## src/rtl/l1a_check_sequencer.sv

```systemverilog
// Sequencer for the 16-ADC L1A alignment checker: arm, check, result, holdoff.
// Define L1A_CHK_TIMEOUT_EN to enable the CHECK-state timeout and its statistics.
module l1a_check_sequencer #(
   parameter int NUM_ADC        = 16,
   parameter int TIMEOUT_CYCLES = 4096,
   parameter int HOLDOFF_CYCLES = 8,
   parameter int CNT_W          = 16
) (
   input  logic               clk,
   input  logic               reset,
   input  logic               run_en,
   input  logic               clear_stats,
   input  logic [NUM_ADC-1:0] trig_in,
   input  logic               one_adc_finish_check,
   input  logic               L1A_align,
   input  logic [NUM_ADC-1:0] error,
   output logic               chk_reset,
   output logic               check_in_progress,
   output logic [NUM_ADC-1:0] start_check,
   output logic               busy,
   output logic               result_valid,
   output logic               result_ok,
   output logic               result_timeout,
   output logic [NUM_ADC-1:0] result_error,
   output logic [CNT_W-1:0]   check_count,
   output logic [CNT_W-1:0]   fail_count,
   output logic [CNT_W-1:0]   timeout_count,
   output logic               sticky_fail
);

   typedef enum logic [2:0] {
      IDLE,
      ARM,
      WAIT_TRIG,
      CHECK,
      DONE,
      HOLDOFF
   } state_t;

   localparam logic [7:0] HOLD_LAST = 8'(HOLDOFF_CYCLES - 1);

   state_t     state;
   logic [4:0] fin_cnt;
   logic [4:0] fin_next;
   logic [7:0] hold_cnt;
   logic       align_q;
   logic       align_now;
   logic       all_done;
   logic       tmo_hit;
   logic       done_evt;
   logic       ok_now;
   logic       unused_trig;

   assign unused_trig = ^trig_in[NUM_ADC-1:1];

`ifdef L1A_CHK_TIMEOUT_EN
   localparam logic [15:0] TMO_LAST = 16'(TIMEOUT_CYCLES - 1);

   logic [15:0]      tmo_cnt;
   logic             res_tmo_q;
   logic [CNT_W-1:0] tmo_count_q;

   assign tmo_hit        = (tmo_cnt == TMO_LAST);
   assign result_timeout = res_tmo_q;
   assign timeout_count  = tmo_count_q;
`else
   localparam int unused_tmo = TIMEOUT_CYCLES;

   assign tmo_hit        = 1'b0;
   assign result_timeout = 1'b0;
   assign timeout_count  = '0;
`endif

   function automatic logic [CNT_W-1:0] sat_inc(
      input logic [CNT_W-1:0] v
   );
      return (&v) ? v : v + {{(CNT_W-1){1'b0}}, 1'b1};
   endfunction

   // A finish pulse on the expiry cycle counts before the timeout.
   always_comb begin
      fin_next  = fin_cnt + 5'(one_adc_finish_check);
      all_done  = (fin_next == 5'd16);
      align_now = align_q | L1A_align;
      ok_now    = align_now & all_done;
      done_evt  = (state == CHECK) && run_en
                  && (all_done || tmo_hit);
   end

   always_ff @(posedge clk or negedge reset) begin
      if (!reset) begin
         state             <= IDLE;
         fin_cnt           <= '0;
         hold_cnt          <= '0;
         align_q           <= 1'b0;
         chk_reset         <= 1'b1;
         check_in_progress <= 1'b0;
         start_check       <= '0;
         busy              <= 1'b0;
         result_valid      <= 1'b0;
         result_ok         <= 1'b0;
         result_error      <= '0;
`ifdef L1A_CHK_TIMEOUT_EN
         tmo_cnt           <= '0;
         res_tmo_q         <= 1'b0;
`endif
      end else begin
         result_valid <= 1'b0;
         unique case (state)
            IDLE: begin
               if (run_en) begin
                  state <= ARM;
                  busy  <= 1'b1;
               end
            end
            ARM: begin
               fin_cnt           <= '0;
               align_q           <= 1'b0;
`ifdef L1A_CHK_TIMEOUT_EN
               tmo_cnt           <= '0;
`endif
               state             <= WAIT_TRIG;
               chk_reset         <= 1'b0;
               check_in_progress <= 1'b1;
               start_check       <= '1;
            end
            WAIT_TRIG: begin
               if (!run_en) begin
                  state             <= IDLE;
                  busy              <= 1'b0;
                  chk_reset         <= 1'b1;
                  check_in_progress <= 1'b0;
                  start_check       <= '0;
               end else if (trig_in[0]) begin
                  state   <= CHECK;
                  fin_cnt <= fin_next;
               end
            end
            CHECK: begin
               if (!run_en) begin
                  state             <= IDLE;
                  busy              <= 1'b0;
                  chk_reset         <= 1'b1;
                  check_in_progress <= 1'b0;
                  start_check       <= '0;
               end else begin
                  fin_cnt <= fin_next;
                  align_q <= align_now;
`ifdef L1A_CHK_TIMEOUT_EN
                  tmo_cnt <= tmo_cnt + 16'd1;
`endif
                  if (all_done || tmo_hit) begin
                     state             <= DONE;
                     result_valid      <= 1'b1;
                     result_ok         <= ok_now;
                     result_error      <= error;
`ifdef L1A_CHK_TIMEOUT_EN
                     res_tmo_q         <= ~all_done;
`endif
                     chk_reset         <= 1'b1;
                     check_in_progress <= 1'b0;
                     start_check       <= '0;
                  end
               end
            end
            DONE: begin
               state    <= HOLDOFF;
               hold_cnt <= '0;
            end
            HOLDOFF: begin
               if (hold_cnt == HOLD_LAST) begin
                  if (run_en) begin
                     state <= ARM;
                  end else begin
                     state <= IDLE;
                     busy  <= 1'b0;
                  end
               end else begin
                  hold_cnt <= hold_cnt + 8'd1;
               end
            end
            default: begin
               state <= IDLE;
               busy  <= 1'b0;
            end
         endcase
      end
   end

   // Statistics: clear_stats has priority over a coincident completion.
   always_ff @(posedge clk or negedge reset) begin
      if (!reset) begin
         check_count <= '0;
         fail_count  <= '0;
         sticky_fail <= 1'b0;
`ifdef L1A_CHK_TIMEOUT_EN
         tmo_count_q <= '0;
`endif
      end else if (clear_stats) begin
         check_count <= '0;
         fail_count  <= '0;
         sticky_fail <= 1'b0;
`ifdef L1A_CHK_TIMEOUT_EN
         tmo_count_q <= '0;
`endif
      end else if (done_evt) begin
         check_count <= sat_inc(check_count);
         if (!ok_now) begin
            fail_count  <= sat_inc(fail_count);
            sticky_fail <= 1'b1;
         end
`ifdef L1A_CHK_TIMEOUT_EN
         if (!all_done) begin
            tmo_count_q <= sat_inc(tmo_count_q);
         end
`endif
      end
   end

endmodule
```

## config.mk

```make
export PLATFORM = sky130hd
export DESIGN_NAME = l1a_check_sequencer
export DESIGN_NICKNAME = d
export VERILOG_FILES = /design/src/rtl/l1a_check_sequencer.sv
export SDC_FILE = /design/constraint.sdc
export NUM_CORES = 1
export LEC_CHECK = 0
export CORE_UTILIZATION = 29
export DETAILED_ROUTE_END_ITERATION = 7
export PLACE_DENSITY_LB_ADDON = 0.2
export SYNTH_ARGS = -nofsm -noshare
export SYNTH_HDL_FRONTEND = slang
export SYNTH_SLANG_ARGS = --single-unit
```

## constraint.sdc

```tcl
create_clock -name clk -period 2.7 [get_ports clk]
set_input_delay 0.54 -clock clk [delete_from_list [all_inputs] [get_ports clk]]
set_output_delay 0.54 -clock clk [all_outputs]
set_load 0.03 [all_outputs]
```

==> qor.csv, run 1 <==
stage,metric,value,unit
grt,grt_antenna_before_repair,0,
cells_and_area,fin_util,0.408,
power,irDropWorstVdd,0.695,mV
grt,grt_pass1_wl,17200,µm
logic_synthesis,ys_types,50,
drt,dr_wl_met3,427,µm
clock_network,cts_root_buf,clkbuf_16,
logic_synthesis,ys.flop_type,dfrtp_1,
sta,hold_violations,0,
die,die_area,0.0141,mm²
drt,met1Wirelength,4600,µm
drt,routed_wl,10100,µm
sta,fin_ws,0.0771,ns
grt,grt_usage,0.150,
drt,ant_nets,0,
sta,report.final.slew_viol_count,0,
die,core-area,0.0133,mm²
die,die_x,119,µm
logic_synthesis,yosys_warnings,0,
logic_synthesis,yosysSeqAreaShare,0.449,
cells_and_area,diodes,0,
outcome,status,finished clean,
power,p_per_area,687,mW/mm²
die,die_h,119,µm
sta,relSlewSlack,0.592,
logic_synthesis,synth_edf_count,0,
critical_path,worst_setup_path_end_kind,flip-flop,
drt,drt_first_iter_violations,180,
place,dp_slack,-0.425,ns
drt,routedWlPerCell,14.0,µm
critical_path,start_kind,primary input,
cells_and_area,finish.instance_area,0.00543,mm²
place,dp_hpwl,7420,µm
power,p_leak,2.25,nW
drt,vias_per_cell,4.87,
logic_synthesis,ys_top_cells_by_area,"dfrtp_1, nand2_1, buf_4",
sta,min_period,2.62,ns
die,initial_utilization,0.298,
logic_synthesis,synth_top_area_frac,0.442,
critical_path,rrSetupSlack,0.36,ns
critical_path,cp.arrival,2.88,ns
logic_synthesis,async_reset_ff_frac,1.00,
grt,grt_max_degree,47,
drt,dr.pass1.iters,4,
drt,route.met2.wl,4980,µm
sta,whs,0.234,ns
cells_and_area,final_nets,580,
cells_and_area,stdcell_count,718,
drt,drcViolationCount,0,
clock_network,cts_tree,done,
die,pin_count,125,
critical_path,required,2.95,ns
sta,worst_pin_slew,0.611,ns
place,portBuffers,92,
place,gp_congestion,0.846,
sta,rsz0062_at_grt,no,
die,num_rows,42,
place,placed_area,0.00505,mm²
sta,fin_crit_sh,0.971,
grt,grt_pass1_vias,3471,
place,place_inst,702,
cells_and_area,area_growth,37.0,%
cells_and_area,drive_above_1_share,0.113,
clock_network,cts_sinks,71,
logic_synthesis,synthCells,444,
logic_synthesis,ys_ff_latch,71,
logic_synthesis,yosysTopAreaCell,dfrtp_1,
drt,topRoutingLayerUsed,met4,
clock_network,cts_buffers,9,
grt,grt_overflow,0,
critical_path,path_class,primary input to flip-flop,
worst_hold_path,holdCritPathClass,primary input to async pin,
critical_path,critPathMaxFanout,15,
clock_network,path_clk_slew,0.06,ns
clock_network,clock_latency,0.32,ns
job,maxCapViolations,0,
clock_network,htreeDepth,3,
sta,clock_skew,0.00887,ns
sta,setup_violations,0,
drt,vias,3499,
clock_network,cts_setup_buffers,0,
logic_synthesis,netlist_area,0.00396,mm²
sta,fmax,381,MHz
logic_synthesis,synth_area_per_cell,8.92,µm²
clock_network,clockBufferDepth,2,
## state kept, by name (all words and copies together), names as in the netlist
| register | count |
|---|---|
| state | 3 |
| align_q | 1 |
| check_count | 16 |
| sticky_fail | 1 |
| result_valid | 1 |
| result_ok | 1 |
| chk_reset | 1 |
| fin_cnt | 5 |
| hold_cnt | 8 |
| result_error | 16 |
| busy | 1 |
| start_check | 1 |
| fail_count | 16 |
## where the power goes
part	total (mW)	internal (mW)	switching, mW
logic	1.21	0.474	0.733
clock network	1.27	0.834	0.439
registers	1.25	1.15	0.0948
total	3.73	2.46	1.27
## routing by layer
metal / vias to the layer above / track usage
li1: 1710 / -
met1: 1693 / 0.197
met2: 90 / 0.251
met3: 6 / 0.0316
met4: 0 / 0.0372
met5: - / 0
## placed cells by master, fill, tap and decap left out, types with 2 or more instances in the layout
cell / netlist / layout
mux2i_1: 2 / 2
a31oi_1: 3 / 3
buf_12: 0 / 3
a21oi_1: 29 / 28
nor4_1: 10 / 9
and4_1: 5 / 5
o21a_1: 2 / 2
nor2b_1: 4 / 4
nand4_1: 13 / 13
nor2_1: 22 / 22
nand2_1: 83 / 83
buf_4: 35 / 25
bufinv_16: 0 / 2
mux2_2: 2 / 2
or4_1: 14 / 14
o31ai_1: 14 / 14
clkbuf_16: 0 / 9
nand2b_1: 3 / 3
conb_1: 1 / 17
inv_1: 9 / 9
and3_1: 5 / 5
xnor2_1: 6 / 5
o31a_1: 2 / 2
nor3_1: 10 / 9
or3_1: 5 / 5
dfrtp_1: 70 / 70
nand3_1: 17 / 17
clkdlybuf4s50_1: 0 / 91
and2_1: 4 / 4
xor2_1: 9 / 9
or2_2: 2 / 2
ha_1: 5 / 3
o21ai_0: 22 / 22
## logic make-up (layout without fill, tap and decap cells)
| logic type | after synthesis | after routing | synth area share |
|---|---|---|---|
| and+or+nand+nor | 201 | 201 | 0.257 |
| AOI/OAI and AO/OA | 83 | 83 | 0.128 |
| DFF | 71 | 71 | 0.449 |
| buffers and inverters | 63 | 145 | 0.0986 |
| xor gates and xnor gates | 16 | 16 | 0.0401 |
| adders and majority gates | 5 | 5 | 0.0158 |
| muxes | 4 | 4 | 0.0107 |
| other | 1 | 17 | 0.000947 |
## cell type report
class                   count  area, µm²
clock buffers              11        243
clock inverters             5       81.3
fillers                  1312       7870
inverters                   9       33.8
multi-input cells         326       1910
flip-flops and latches     71       1780
well taps                 176        220
repair buffers            120       1160
## worst max-delay path: stages
cell and delay (ns):
clkdlybuf4s50_1 0.47, ha_2 0.20, ha_4 0.22, and4bb_2 0.33
a22o_4 0.18, nand3_4 0.09, buf_12 0.17, or4_1 0.52
a21oi_2 0.15
## synthesized netlist by cell type, types with 3 or more instances
library cell  number
nor4_1            10
o31ai_1           14
a31oi_1            3
or3_1              5
and3_1             5
a21oi_1           29
buf_4             35
ha_1               5
clkbuf_1           9
o21ai_0           22
xnor2_1            6
nor2_1            22
nand2_1           83
buf_2              6
nand2b_1           3
nand4_1           13
inv_1              9
and2_1             4
xor2_1             9
nand3_1           17
nor3_1            10
or4_1             14
and4_1             5
dfrtp_1           70
nor2b_1            4
## repair_timing
item,4_1_cts,5_1_grt
hold buffers,0,0
gates resized for setup,2,5
pin swaps,1,1
endpoints found under the setup margin,10,18
## through the flow
stage	TNS, ns	total power [mW]
floorplan	0	2.16
global placement	-9.97	2.43
detailed placement	-12.34	2.43
CTS	0	3.75
global route	0	3.93
finish	0	3.73
## worst paths after layout
kind                                              from                           to  cells past startpoint
setup / recovery                  one_adc_finish_check    fail_count[8]$_DFFE_PN0P_                      9
max in group asynchronous                        reset        chk_reset$_DFFE_PN1P_                      2
hold / removal                                   reset    fail_count[2]$_DFFE_PN0P_                      1
hold reg to reg            result_error[8]$_DFFE_PN0P_  result_error[8]$_DFFE_PN0P_                      2
setup reg to reg                fin_cnt[0]$_DFFE_PN0P_    fail_count[8]$_DFFE_PN0P_                      8
min in group clk           result_error[8]$_DFFE_PN0P_  result_error[8]$_DFFE_PN0P_                      2
Note: power is estimated with default switching activity, not from simulation.
==> run 2: changes to the inputs <==
PLACE_DENSITY_LB_ADDON = 0.08   (was 0.2)
==> qor.csv, run 2 (same netlist as run 1, synthesis figures left out) <==
stage,metric,value,unit,change
critical_path,critPathMaxFanout,6,,was 15
cells_and_area,final_nets,574,,was 580
place,place_inst,696,,was 702
clock_network,cts_tree,done,,unchanged
sta,report.final.slew_viol_count,0,,unchanged
cells_and_area,stdcell_count,712,,was 718
outcome,status,finished clean,,unchanged
sta,setup_violations,0,,unchanged
place,dp_slack,-0.409,ns,was -0.425 ns
critical_path,critPathLaunch,one_adc_finish_check,,unchanged
critical_path,cp_slowest_cell,or4_1,,unchanged
power,irDropWorstVdd,0.638,mV,was 0.695 mV
die,pin_count,125,,unchanged
sta,fin_crit_sh,0.965,,was 0.971
drt,vias,3456,,was 3499
die,initial_utilization,0.298,,unchanged
grt,grt_antenna_before_repair,0,,unchanged
place,portBuffers,92,,unchanged
critical_path,timing.rr.start,fin_cnt[0]$_DFFE_PN0P_,,unchanged
cells_and_area,fin_util,0.406,,was 0.408
critical_path,r2r_end,fail_count[3]$_DFFE_PN0P_,,was fail_count[8]$_DFFE_PN0P_
worst_hold_path,holdCritPathClass,primary input to async pin,,unchanged
drt,ant_nets,0,,unchanged
die,num_rows,42,,unchanged
clock_network,cts_root_buf,clkbuf_16,,unchanged
critical_path,crit_end,fail_count[3]$_DFFE_PN0P_,,was fail_count[8]$_DFFE_PN0P_
sta,fin_ws,0.0941,ns,was 0.0771 ns
critical_path,path_class,primary input to flip-flop,,unchanged
grt,grt_overflow,0,,unchanged
critical_path,start_kind,primary input,,unchanged
place,dp_hpwl,7260,µm,was 7420 µm
cells_and_area,reg_top3,"check_count: 16 flops, fail_count: 16 flops, result_error: 16 flops",,unchanged
clock_network,cts_buffers,9,,unchanged
critical_path,path_buf_inv,2,,unchanged
critical_path,worst-path-stages,9,,unchanged
drt,dr.pass1.iters,4,,unchanged
clock_network,cts_sinks,71,,unchanged
clock_network,path_clk_slew,0.06,ns,about the same
clock_network,clock_latency,0.33,ns,was 0.32 ns
clock_network,cts_setup_buffers,0,,unchanged
sta,min_period,2.61,ns,was 2.62 ns
clock_network,clockBufferDepth,2,,unchanged
grt,grt_max_degree,54,,was 47
sta,fmax,384,MHz,was 381 MHz
grt,grt_usage,0.150,,about the same
job,maxCapViolations,0,,unchanged
critical_path,critPathTopFamily,simple AND/OR/NAND/NOR gates,,unchanged
power,p_per_area,708,mW/mm²,was 687 mW/mm²
sta,clock_skew,0.00660,ns,was 0.00887 ns
cells_and_area,drive_above_1_share,0.101,,was 0.113
critical_path,critical_path.cell_chain,clkdlybuf4s50_1 > ha_2 > ha_4 > and4bb_2 > a22o_4 > nand3_1 > buf_4 > or4_1 > a21oi_1,,was clkdlybuf4s50_1 > ha_2 > ha_4 > and4bb_2 > a22o_4 > nand3_4 > buf_12 > or4_1 > a21oi_2
die,die_h,119,µm,unchanged
place,gp_congestion,0.744,,was 0.846
critical_path,r2r_cells,8,,unchanged
power,p_leak,2.24,nW,was 2.25 nW
grt,grt_pass1_wl,16600,µm,was 17200 µm
sta,relSlewSlack,0.618,,was 0.592
cells_and_area,nFillCells,1324,,was 1312
critical_path,rrSetupSlack,0.40,ns,was 0.36 ns
sta,hold_violations,0,,unchanged
drt,vias_per_cell,4.85,,was 4.87
drt,routed_wl,10100,µm,about the same
drt,drcViolationCount,0,,unchanged
die,die_x,119,µm,unchanged
critical_path,cpPeakStageDelay,0.50,ns,was 0.52 ns
cells_and_area,final_cell_mix,"clkdlybuf4s50_1, nand2_1, dfrtp_1, a21oi_1",,"was clkdlybuf4s50_1, nand2_1, dfrtp_1, a21oi_1, buf_4"
critical_path,required,2.96,ns,was 2.95 ns
die,die_area,0.0141,mm²,unchanged
critical_path,worst_setup_path_end_kind,flip-flop,,unchanged
cells_and_area,area_growth,36.3,%,was 37.0%
cells_and_area,final_common_cell,clkdlybuf4s50_1,,unchanged
grt,grt_pass1_vias,3261,,was 3471
cells_and_area,diodes,0,,unchanged
drt,routedWlPerCell,14.2,µm,was 14.0 µm
clock_network,htreeDepth,3,,unchanged
die,core-area,0.0133,mm²,unchanged
sta,worst_pin_slew,0.567,ns,was 0.611 ns
drt,drt_first_iter_violations,166,,was 180
critical_path,cp.arrival,2.86,ns,was 2.88 ns
run 2: cell count changes in the layout (fill, tap and decap cells not counted), sizes merged:
cell,delta
buf,-6
bufinv,+1
clkbuf,-1
run 2: layout make-up:
class / count / area, µm² / area share
multi-input cells: 326 / 1900 / 0.352
flip-flops and latches: 71 / 1780 / 0.329
repair buffers: 114 / 1120 / 0.207
clock buffers: 10 / 239 / 0.0443
well taps: 176 / 220 / 0.0408
clock inverters: 6 / 108 / 0.0199
inverters: 9 / 33.8 / 0.00626
run 2: worst min-delay path by stage:
stage | start | to | slack, ns | cells past startpoint
after floorplan | reset | align_q$_DFFE_PN0P_ | 0.24 | 0
after global placement | result_error[11]$_DFFE_PN0P_ | result_error[11]$_DFFE_PN0P_ | 0.45 | 2
after detailed placement | result_error[1]$_DFFE_PN0P_ | result_error[1]$_DFFE_PN0P_ | 0.46 | 2
after CTS | reset | check_count[12]$_DFFE_PN0P_ | 0.18 | 1
after global routing | reset | check_count[12]$_DFFE_PN0P_ | 0.20 | 1
final | reset | check_count[1]$_DFFE_PN0P_ | 0.17 | 1
run 2: worst register-to-register path, cell delays in order (launching register included):
cell and delay (ns):
dfrtp_1 0.38, ha_2 0.20, ha_4 0.24, and4bb_2 0.32, a22o_4 0.18, nand3_1 0.08, buf_4 0.18, or4_1 0.50
a21oi_1 0.15
run 2: through the flow:
| stage | area [µm²] | setup TNS [ns] | hold WS, ns | total power, mW |
|---|---|---|---|---|
| after global placement | 5010 | -15.18 | 0.451 | 2.42 |
| after floorplan | 4020 | 0 | 0.244 | 2.16 |
| after CTS | 5360 | 0 | 0.182 | 3.84 |
| after global routing | 5400 | -0.000191 | 0.203 | 4.01 |
| final | 5400 | 0 | 0.168 | 3.82 |
| after detailed placement | 5010 | -16.81 | 0.456 | 2.42 |
run 2: timing repair:
item	4_1_cts	5_1_grt
gates cloned	0	0
pin swaps	1	1
hold endpoints to repair	0	0
setup endpoints to repair	30	31
resized for setup	1	5
hold buffers	0	0
run 2: per-layer routing:
layer,up-vias,share of wire,GRT usage
li1,1706,-,-
met1,1653,0.48,0.204
met2,87,0.46,0.225
met3,10,0.045,0.0350
met4,0,0.013,0.0665
met5,-,0,0
run 2: power breakdown:
part,internal [mW],switching (mW)
Combinational,0.457,0.689
Sequential,1.15,0.147
Clock,0.924,0.454
Total,2.53,1.29
